[src/rtl/synth_pkg.sv]
// Shared definitions for the synth event path: default word width and the
// layout of one queued event (release flag in the MSB, note/control word below).
package synth_pkg;

  localparam int unsigned SynthDataW = 16;

  // Layout of one queued event at the default width.
  typedef struct packed {
    logic                  rel;
    logic [SynthDataW-1:0] data;
  } synth_event_t;

  // Entry width for a given word width: one release bit on top of the word.
  function automatic int unsigned synth_entry_w(input int unsigned data_w);
    return data_w + 1;
  endfunction

endpackage

[src/rtl/synth_event_fifo.sv]
// Small synchronous FIFO holding queued synth events.
// A push into a full FIFO is only taken when a pop happens at the same edge.
module synth_event_fifo #(
  parameter int unsigned Width = 17,
  parameter int unsigned Depth = 4
) (
  input  logic                     clk,
  input  logic                     rst_i,
  input  logic                     push_i,
  input  logic [Width-1:0]         wdata_i,
  input  logic                     pop_i,
  output logic [Width-1:0]         rdata_o,
  output logic                     full_o,
  output logic                     empty_o,
  output logic [$clog2(Depth):0]   count_o
);

  localparam int unsigned PtrW = $clog2(Depth);
  localparam int unsigned CntW = PtrW + 1;

  logic [Width-1:0] mem_q [Depth];
  logic [PtrW-1:0]  wr_ptr_q, rd_ptr_q;
  logic [CntW-1:0]  count_q, count_d;
  logic             do_push, do_pop;

  assign full_o  = (count_q == CntW'(Depth));
  assign empty_o = (count_q == '0);
  assign count_o = count_q;
  // Storage is reset so the head word reads as zero right after reset.
  assign rdata_o = mem_q[rd_ptr_q];

  assign do_pop  = pop_i && !empty_o;
  assign do_push = push_i && (!full_o || do_pop);

  // Occupancy follows the accepted push/pop pair.
  always_comb begin
    count_d = count_q;
    unique case ({do_push, do_pop})
      2'b10:   count_d = count_q + CntW'(1);
      2'b01:   count_d = count_q - CntW'(1);
      default: count_d = count_q;
    endcase
  end

  // Storage, pointers (wrap naturally modulo Depth) and occupancy.
  always_ff @(posedge clk) begin
    if (rst_i) begin
      for (int i = 0; i < Depth; i++) begin
        mem_q[i] <= '0;
      end
      wr_ptr_q <= '0;
      rd_ptr_q <= '0;
      count_q  <= '0;
    end else begin
      if (do_push) begin
        mem_q[wr_ptr_q] <= wdata_i;
        wr_ptr_q        <= wr_ptr_q + PtrW'(1);
      end
      if (do_pop) begin
        rd_ptr_q <= rd_ptr_q + PtrW'(1);
      end
      count_q <= count_d;
    end
  end

endmodule

[src/rtl/synth_event_queue.sv]
// Turns changes of the raw note/control word into queued events and hands
// them to the bank manager over a valid/ready handshake. A word of zero
// is a release. Events that arrive while the queue is full are dropped and
// flagged by a sticky overflow bit.
module synth_event_queue
  import synth_pkg::*;
#(
  parameter int unsigned DATA_W = SynthDataW,
  parameter int unsigned DEPTH  = 4
) (
  input  logic                     clk,
  input  logic                     i_reset,
  input  logic [DATA_W-1:0]        i_data,
  output logic                     o_valid,
  input  logic                     i_ready,
  output logic [DATA_W-1:0]        o_data,
  output logic                     o_release,
  output logic [$clog2(DEPTH):0]   o_count,
  output logic                     o_overflow
);

  localparam int unsigned EntryW = synth_entry_w(DATA_W);

  logic [DATA_W-1:0] r_last;
  logic              overflow_q;
  logic              change, pop, drop;
  logic              fifo_full, fifo_empty;
  logic [EntryW-1:0] push_entry, head_entry;

  // No event is generated in the reset cycle itself.
  assign change     = (i_data != r_last) && !i_reset;
  assign pop        = o_valid && i_ready;
  assign drop       = change && fifo_full && !pop;
  assign push_entry = {(i_data == '0), i_data};

  synth_event_fifo #(
    .Width (EntryW),
    .Depth (DEPTH)
  ) u_fifo (
    .clk     (clk),
    .rst_i   (i_reset),
    .push_i  (change),
    .wdata_i (push_entry),
    .pop_i   (pop),
    .rdata_o (head_entry),
    .full_o  (fifo_full),
    .empty_o (fifo_empty),
    .count_o (o_count)
  );

  assign o_valid    = !fifo_empty;
  assign o_release  = head_entry[EntryW-1];
  assign o_data     = head_entry[DATA_W-1:0];
  assign o_overflow = overflow_q;

  // Track the previous word and latch any dropped event until reset.
  always_ff @(posedge clk) begin
    if (i_reset) begin
      r_last     <= '0;
      overflow_q <= 1'b0;
    end else begin
      r_last <= i_data;
      if (drop) begin
        overflow_q <= 1'b1;
      end
    end
  end

endmodule

[config.mk]
export PLATFORM = sky130hd
export DESIGN_NAME = synth_event_queue
export DESIGN_NICKNAME = d
export VERILOG_FILES = /design/src/rtl/synth_pkg.sv /design/src/rtl/synth_event_fifo.sv /design/src/rtl/synth_event_queue.sv
export SDC_FILE = /design/constraint.sdc
export NUM_CORES = 1
export LEC_CHECK = 0
export BUFFER_PORTS_ARGS = -buffer_cell sky130_fd_sc_hd__buf_4
export CELL_PAD_IN_SITES_DETAIL_PLACEMENT = 1
export CELL_PAD_IN_SITES_GLOBAL_PLACEMENT = 2
export CORE_MARGIN = 2
export CORE_UTILIZATION = 45
export DETAILED_ROUTE_END_ITERATION = 8
export GPL_ROUTABILITY_DRIVEN = 0
export PLACE_DENSITY = 0.84
export REMOVE_ABC_BUFFERS = 1
export SLEW_MARGIN = 20
export SYNTH_ARGS = -nofsm -noshare
export SYNTH_HDL_FRONTEND = slang
export SYNTH_HIERARCHICAL = 1
export SYNTH_SLANG_ARGS = --single-unit
[constraint.sdc]
create_clock -name clk -period 7.6 [get_ports clk]
set_clock_uncertainty 0.15 [all_clocks]
set_input_delay 1.14 -clock clk [delete_from_list [all_inputs] [get_ports clk]]
set_output_delay 1.14 -clock clk [all_outputs]
set_load 0.1 [all_outputs]
# Word level (Yosys, flattened, before mapping)
# Memories as Yosys holds them, arrays and structs flattened. A register that Yosys moved wholly into a read port is not among the register bits.
# Cells that the tools add are included.
classes:
  n_addsub: 4
  mul: 0
  div_mod_pow: 0
  n_lt_le_gt_ge: 0
  eq_ne: 4
  shift: 0
  muxes: 11
  n_bitwise: 0
  reduce_logical: 15
ops:
  columns: ["operator", "count"]
  rows:
  - ["17-bit two-way mux", 1]
  - ["17-bit OR reduction", 1]
  - ["16-bit logical NOT", 1]
  - ["16-bit inequality test", 1]
  - ["1-bit logical AND", 6]
  - ["1-bit two-way mux", 6]
  - ["2-bit two-way mux", 3]
  - ["3-bit case mux with 2 select lines", 1]
  - ["2-bit by 1-bit adder with 2-bit output (second input constant)", 2]
  - ["1-bit logical NOT", 4]
  - ["3-bit by 1-bit adder with 3-bit output (second input constant)", 1]
  - ["3-bit equality test (second input constant)", 1]
  - ["3-bit logical NOT", 1]
  - ["3-bit by 1-bit subtractor with 3-bit output (second input constant)", 1]
  - ["2-bit by 1-bit equality test with 1-bit output (second input constant)", 1]
  - ["2-bit equality test (second input constant)", 1]
  - ["2-bit nonzero test", 1]
  - ["1-bit logical OR", 1]
word_totals:
  reg_bits: 24
  latchBits: 0
  mem_bits_rw: 68
  mem_bits_ro: 0
  inputBits: 19
  mem_count: 1
mem_list:
  columns: ["name", "depth", "width", "read_ports", "rd_clocked_by_memory_dff", "write_ports", "line_no", "text"]
  rows:
  - ["u_fifo.mem_q", 4, 17, 1, 1, 4, "synth_event_fifo.sv:21", "logic [Width-1:0] mem_q [Depth];"]

# Depth between registers and ports, before layout
# Gate-level depths: netlist (run 1).
depth:
  depth_word: 11
  ltp_mapped: 11

# Hierarchy
# Netlist (run 1), hierarchy kept.
by_module_without_submodules:
  columns: ["mod", "n_inst", "cells_each", "area_each_um2", "seq_area_each_um2"]
  rows:
  - ["synth_event_fifo", 1, 216, 3467.1, 2222.1]
  - ["synth_event_queue", 1, 66, 688.2, 340.3]

# Least setup slack after synthesis (run 1)
# Ideal clock, no wire load.
synth_path:
  path_type: "register -> register"
  start: "reg u_fifo.count_q[0], in the netlist u_fifo/count_o[0]"
  end: "mem u_fifo.mem_q[2][0], enable pin"
  setup_time_ns: 0.415
  arrival_ns: 3.317
  t_required_ns: 7.035
  path_slack_ns: 3.719
  path_stages_with_launch: 6
  n_path_buf: 0
  period_less_slack_ns: 3.881
  cell_sequence: "dfxtp_1 > nor3_1 > nor2b_1 > nor4b_4 > or2b_4 > o21ai_0"
synth_lines:
  columns: ["element", "line_no", "text"]
  rows:
  - ["start, declared", "synth_event_fifo.sv:23", "logic [CntW-1:0] count_q, count_d;"]
  - ["start signal, assigned", "synth_event_fifo.sv:62", "count_q <= count_d;"]
  - ["end, declared", "synth_event_fifo.sv:21", null]

# Worst setup path after layout (run 1)
layout_path:
  start: "in i_data[15]"
  end: "reg u_fifo.count_q[2], in the netlist u_fifo/count_o[2]"
layout_via:
  elab_chain_cells: 5
layout_rtl:
  columns: ["element", "line_no", "text"]
  rows:
  - ["start, declared", "synth_event_queue.sv:13", "input logic [DATA_W-1:0] i_data,"]
  - ["16-bit inequality test *", "synth_event_queue.sv:31", "assign change = (i_data != r_last) && !i_reset;"]
  - ["1-bit logical AND *", "synth_event_queue.sv:31", null]
  - ["via change", "synth_event_queue.sv:26", "logic change, pop, drop;"]
  - ["1-bit logical AND *", "synth_event_fifo.sv:33", "assign do_push = push_i && (!full_o || do_pop);"]
  - ["2-bit by 1-bit equality test with 1-bit output or 2-bit equality test (tied branches)", "synth_event_fifo.sv:38", "unique case ({do_push, do_pop})"]
  - ["3-bit case mux with 2 select lines or 2-bit nonzero test (tied branches)", null, null]
# Mark *: on every way through the listed nets, which the timed path passes. The rest lies on a longest branch.
# A chain may end at the register's enable or synchronous reset.

==> results by group, run 1 <==
Clock network
  – H-tree Lvls: 3
  – Clock-pin slew on the worst setup and hold paths: 0.09 ns
  – Clk root buf: clkbuf_8
  – Num CTS Buffers: 9
  – CTS resizes: 0
  – Cts hold-fix bufs: 0
  – Clock sinks: 94
  – Worst-Skew Late Latency: 0.36 ns
  – Max Root-Sink Buffers: 2
  – TritonCTS clock tree: done
  – Post-CTS Setup Repair Bufs: 0

Timing
  – Fmax: 284 MHz
  – RSZ-0062 raised after global routing: no
  – Slew Limit Fails: 0
  – Final setup vio count: 0
  – Setup_tns: 0 ns
  – Worst slew margin: 27.2%
  – Final count of hold timing violations: 0
  – Final hold slack: 0.351 ns
  – Crit path time final: 3.52 ns
  – Fin crit share: 46.3%
  – Actual slew at the worst max-slew pin: 1.09 ns
  – Crit path setup slack, layout: 4.08 ns

Setup path
  – Kind of critical path: input pin to flop
  – R2R Path End: u_fifo/count_o[2]
  – Critical path depth: 12
  – Crit-path max cell delay: 0.37 ns
  – Worst path arrival time: 3.67 ns
  – Worst setup SP type: input pin
  – CP max-delay cell: nor4_2
  – CP top delay family: simple AND/OR/NAND/NOR gates
  – Critical Path Sink Type: flop
  – Crit path cell chain: buf_4 -> xnor2_1 -> nand4_1 -> nor4_2 -> nor2_1 -> or2b_4 -> ha_1 -> inv_1 -> fa_1 -> xor2_1 -> or3_1 -> a21oi_1
  – Buf/Inv on CP: 2
  – Worst r2r src: u_fifo/count_o[0]
  – Reg2Reg Depth: 10
  – CP max FO: 7
  – Worst EP required: 7.75 ns
  – Flop2flop setup slack: 4.27 ns

Drt
  – First DRT Iteration DRCs: 90
  – Drt pass-1 iters: 4
  – Vias per inst: 5.35
  – DRT antenna net count: 0
  – Final wirelength: 8810 µm
  – Via count: 2366
  – # DRC: 0
  – WL/cell: 19.9 µm

Synth
  – Top_reg_cell synth: edfxtp_1
  – Yosys Warn Count: 6
  – Fraction of registers with async set/reset: 0%
  – Post-Synthesis Cells: 282
  – Number of synthesized flops with an enable pin: 68
  – Synthesized area: 4160 µm²
  – Mean post-synth cell area: 14.7 µm²
  – Register area share after synthesis: 61.7%
  – Register bit total from synthesis: 94
  – Library cells used by synthesis: 37

Global routing
  – Vias in the first global route: 2470
  – Total grt overflow: 0
  – Global-route wire length before repair: 14000 µm
  – Tot GR Track Use: 19.0%
  – Largest net degree at the start of global routing: 34
  – Initial antenna violation count: 0

Cells and area
  – Finished Layout Cells: 442
  – Ratio of cells with drive above 1 in the final layout: 28.7%
  – Post-layout util: 52.3%
  – Layout area overhead: 14.7%
  – # diodes: 0
  – Fill count: 934
  – Final instance area: 4760 µm²
  – Final #Nets: 347

Floorplanning
  – Die X: 100 µm
  – Core area: 9110 µm²
  – Die area: 10000 µm²
  – Die Ht: 100 µm
  – Num rows: 35
  – Top Ports: 41
  – Starting Density: 45.6%

Min path
  – Hold path start: u_fifo/rd_ptr_q[1]
  – Hold path cells: 2
  – Worst hold endpoint: u_fifo/rd_ptr_q[1]
  – Hold/Removal Path Class: flop to flop

Pwr
  – Total chip power: 1.41 mW
  – Leakage: 1.77 nW
  – Peak supply drop: 0.180 mV
  – Power density over the cells: 297 nW/µm²

Flow run
  – Total of max-cap violations: 0

Place
  – Dpl cell area: 4560 µm²
  – IO buf count: 40
  – Dpl ws: 3.71 ns
  – DP HPWL: 5790 µm
  – Dpl cells: 426

Status
  – Run status: finished, final reports clean
==> report_power, final <==
part / internal (mW) / switching [mW] / leakage, nW
combinational: 0.119 / 0.318 / 0.739
sequential: 0.595 / 0.0343 / 0.923
clock: 0.164 / 0.184 / 0.103
total: 0.878 / 0.536 / 1.77
==> logic make-up after synthesis <==
logic type               synth area share [%]
AND/OR/NAND/NOR                          20.1
flip-flops                               61.7
XOR/XNOR                                 4.00
buffers and inverters                    2.26
multiplexers                             9.58
AO/OA/AOI/OAI                            1.66
adder cells (fa/ha/maj)                 0.783
==> cells in the final DEF, fill, tap and decap left out, types with 3 or more instances in the layout <==
cell      netlist  final
dfxtp_1        26     26
clkbuf_8        0     10
xor2_1          3      3
inv_1           8      8
buf_4           0     43
and2_1         59     59
nor2b_1        18     18
nor2_1          8      8
nand4_1         4      4
xnor2_1        16     16
edfxtp_1       68     68
nand2_1         3      3
nor4_1          4      4
mux4_2         17     17
and2_4          9      9
a21oi_1         3      3
==> layer usage <==
metal	up-vias	wire [µm]	track usage, %
met4	0	128	7.48
met5	-	0	0
met3	9	233	3.13
li1	1100	-	-
met2	44	4490	32.5
met1	1213	3950	24.4
==> registers in the layout (all words and copies together) (netlist names), named ones only <==
register / flops
u_fifo/mem_q: 68
o_overflow: 1
u_fifo/rd_ptr_q: 2
r_last: 16
u_fifo/wr_ptr_q: 2
u_fifo/count_o: 3
==> synth_stat cells, types with 2 or more instances <==
cell type / number / area (µm²)
a21oi_1: 3 / 15.0
nor2b_1: 18 / 113
nor4b_4: 2 / 47.6
nor4_1: 4 / 25.0
clkbuf_1: 3 / 11.3
xor2_1: 3 / 26.3
buf_2: 3 / 15.0
nand2b_1: 2 / 12.5
mux4_2: 17 / 383
nand4_1: 4 / 25.0
xnor2_1: 16 / 140
dfxtp_1: 26 / 521
inv_1: 8 / 30.0
edfxtp_1: 68 / 2040
and2_1: 59 / 369
or3_1: 2 / 12.5
nand2_1: 3 / 11.3
nor4_4: 2 / 42.5
o21ai_0: 3 / 15.0
o31ai_1: 2 / 15.0
nor2_1: 8 / 30.0
buf_6: 3 / 33.8
and2_4: 9 / 78.8
==> area by class of cell <==
type                    instances  area, µm²  share of cell area [%]
clock buffers                  10        138                    2.89
clock inverters                 6       68.8                    1.44
inverters                       8       30.0                   0.630
multi-input cells             170       1500                    31.6
flip-flops and latches         94       2560                    53.8
well taps                     111        139                    2.91
repair buffers                 43        323                    6.78
==> worst max path at each step <==
stage	start	end	slack (ns)
2_1_floorplan	u_fifo/count_o[0]	u_fifo/mem_q[2][0]	3.72
3_3_place_gp	i_data[15]	u_fifo/count_o[2]	3.77
3_5_place_dp	i_data[15]	u_fifo/count_o[2]	3.71
4_1_cts	flop	o_data[8]	4.02
5_1_grt	flop	o_data[8]	3.94
6_report	i_data[15]	u_fifo/count_o[2]	4.08
==> worst reg2reg max path, cell delays in order (launching register included) <==
cell	delay (ns)
dfxtp_1	0.40
nor3_1	0.36
nor2b_1	0.20
nor4b_4	0.67
or2b_4	0.27
ha_1	0.20
inv_1	0.06
fa_1	0.37
xor2_1	0.16
or3_1	0.30
a21oi_1	0.14
No activity file was read; power rests on OpenSTA's default activity.
==> run 2, diff against run 1 <==
--- a/config.mk
+++ b/config.mk
@@ -9,10 +9,10 @@
 export CELL_PAD_IN_SITES_DETAIL_PLACEMENT = 1
 export CELL_PAD_IN_SITES_GLOBAL_PLACEMENT = 2
 export CORE_MARGIN = 2
-export CORE_UTILIZATION = 45
+export CORE_UTILIZATION = 38
 export DETAILED_ROUTE_END_ITERATION = 8
 export GPL_ROUTABILITY_DRIVEN = 0
-export PLACE_DENSITY = 0.84
+export PLACE_DENSITY = 0.75
 export REMOVE_ABC_BUFFERS = 1
 export SLEW_MARGIN = 20
 export SYNTH_ARGS = -nofsm -noshare
==> constraint.sdc (replaced) <==
create_clock -name clk -period 2.96 [get_ports clk]
set_clock_uncertainty 0.15 [all_clocks]
set_input_delay 0.444 -clock clk [delete_from_list [all_inputs] [get_ports clk]]
set_output_delay 0.444 -clock clk [all_outputs]
set_load 0.1 [all_outputs]
==> run 2 against run 1 <==
- power rose to 2.6 times the previous value
- clock power rose by 130%
- sequential share of layout area fell by 3.3 points
- routed wire length rose by 9.8%
==> results by group, run 2 (synthesized netlist as in run 1, its figures left out) <==
Global routing
  – Global-route wire length before repair: 15000 µm (+7.4%)
  – Tot GR Track Use: 17.8% (-1.2 points)
  – Largest net degree at the start of global routing: 33 (-2.9%)
  – Initial antenna violation count: 0 (unchanged)
  – Total grt overflow: 0 (unchanged)
  – Vias in the first global route: 2695 (+9.1%)

Clock network
  – TritonCTS clock tree: done
  – Num CTS Buffers: 9 (unchanged)
  – Clk root buf: clkbuf_8
  – Clock sinks: 94 (unchanged)
  – Worst-Skew Late Latency: 0.36 ns (about the same)
  – H-tree Lvls: 3 (unchanged)
  – Clock-pin slew on the worst setup and hold paths: 0.09 ns (about the same)
  – Post-CTS Setup Repair Bufs: 0 (unchanged)
  – Max Root-Sink Buffers: 2 (unchanged)

Flow run
  – Total of max-cap violations: 0 (unchanged)

Cells and area
  – Commonest non-fill, non-tap cell in the layout: buf_4
  – Biggest register: u_fifo/mem_q
  – Highest-count cells in the layout ignoring fill and taps: buf_4, edfxtp_1, and2_1, dfxtp_1, nor2b_1
  – Ratio of cells with drive above 1 in the final layout: 35.2% (+6.5 points)
  – Max FFs per register: 68 (unchanged)
  – Fill count: 1140 (+22%)
  – Final instance area: 5080 µm² (+6.6%)
  – Final #Nets: 385 (+11%)
  – Layout area overhead: 22.2%
  – # diodes: 0 (unchanged)

Floorplanning
  – Starting Density: 38.7% (-6.9 points)
  – Num rows: 38 (+8.6%)
  – Core area: 10700 µm² (+18%)
  – Top Ports: 41 (unchanged)
  – Die area: 11800 µm² (+18%)
  – Die Ht: 109 µm (+8.5%)
  – Die X: 109 µm (+8.5%)

Setup path
  – Critical Path Sink Type: flop
  – CP max-delay cell: fa_1
  – Crit-path max cell delay: 0.37 ns (about the same)
  – Worst EP required: 3.10 ns (-4.65 ns)
  – Kind of critical path: flop to flop
  – Crit path cell chain: xnor2_1 -> nand4_1 -> nor4_4 -> nor2_1 -> or2b_4 -> ha_1 -> inv_1 -> fa_1 -> xor2_1 -> or3_1 -> a21oi_1
  – Worst path arrival time: 2.90 ns (-0.77 ns)
  – CP max FO: 2 (-5)
  – Worst setup SP type: flop

Timing
  – Crit path setup slack, layout: 0.207 ns (-3.87 ns)
  – Slew Limit Fails: 0 (unchanged)
  – Actual slew at the worst max-slew pin: 0.800 ns (-0.285 ns)
  – Fmax: 363 MHz
  – Fin crit share: 93.0%
  – Final setup vio count: 0 (unchanged)
  – Crit path time final: 2.75 ns
  – Final hold slack: 0.297 ns (-0.0546 ns)
  – Worst slew margin: 46.4% (+19 points)
  – RSZ-0062 raised after global routing: no
  – Final count of hold timing violations: 0 (unchanged)

Drt
  – WL/cell: 19.0 µm (-4.6%)
  – # DRC: 0 (unchanged)
  – Via count: 2500 (+5.7%)
  – First DRT Iteration DRCs: 73 (-19%)
  – DRT antenna net count: 0 (unchanged)
  – Vias per inst: 4.91 (-8.2%)
  – Final wirelength: 9670 µm (+9.8%)
  – Drt pass-1 iters: 4 (unchanged)

Place
  – IO buf count: 40 (unchanged)
  – Dpl cell area: 4890 µm² (+7.3%)
  – Dpl ws: -0.123 ns (-3.84 ns)
  – DP HPWL: 6650 µm (+15%)

Pwr
  – Total chip power: 3.63 mW (+160%)
  – Power density over the cells: 715 nW/µm² (+140%)
  – Leakage: 1.96 nW (+11%)
  – Peak supply drop: 0.680 mV (+280%)

Min path
  – Hold/Removal Path Class: input pin to flop

Status
  – Run status: finished, final reports clean
==> run 2: area by class of cell <==
type	instances	area, µm²	area share [%]
well taps	140	175	3.45
multi-input cells	170	1510	29.8
flip-flops and latches	94	2560	50.5
repair buffers	81	621	12.2
inverters	8	30.0	0.591
clock inverters	3	17.5	0.345
clock buffers	13	160	3.15
==> run 2: critical path, delay by kind of cell, from the launching register on <==
kind / cells / cell delay [ns]
fa+ha+maj: 2 / 0.53
simple gates: 5 / 1.09
buf+inv: 1 / 0.06
compound gates: 1 / 0.16
xor+xnor: 2 / 0.38
flops: 1 / 0.32
==> run 2: repair_timing <==
| action | 4_1_cts | 5_1_grt |
|---|---|---|
| resized for setup | 0 | 1 |
| hold buffers | 0 | 0 |
| endpoints found under the setup margin | 0 | 1 |
==> run 2: worst paths after layout <==
check,start,endpoint,slack [ns],depth (start not counted)
max,r_last[9],u_fifo/count_o[2],0.21,11
max reg2reg,r_last[9],u_fifo/count_o[2],0.21,11
min,i_data[2],r_last[2],0.30,3
min reg2reg,o_overflow,o_overflow,0.33,2
==> run 2: routing by layer <==
metal	wire length, µm	GRT usage [%]
met1	4280	22.8
met2	4980	29.6
met3	282	4.46
met5	0	0
met4	129	5.77
==> run 2: report_power, final <==
part	total, mW	switching (mW)	internal [mW]
Combinational	1.26	0.883	0.376
Sequential	1.58	0.0519	1.53
Clock	0.793	0.438	0.355
==> run 2: stage by stage <==
step / TNS (ns) / util [%] / cells
2_1_floorplan: -32.10 / - / 272
3_3_place_gp: -0.0352 / 45.5 / 493
3_5_place_dp: -0.123 / 45.5 / 493
4_1_cts: 0 / 47.2 / 509
5_1_grt: 0 / 47.3 / 509
6_report: 0 / 47.3 / 509
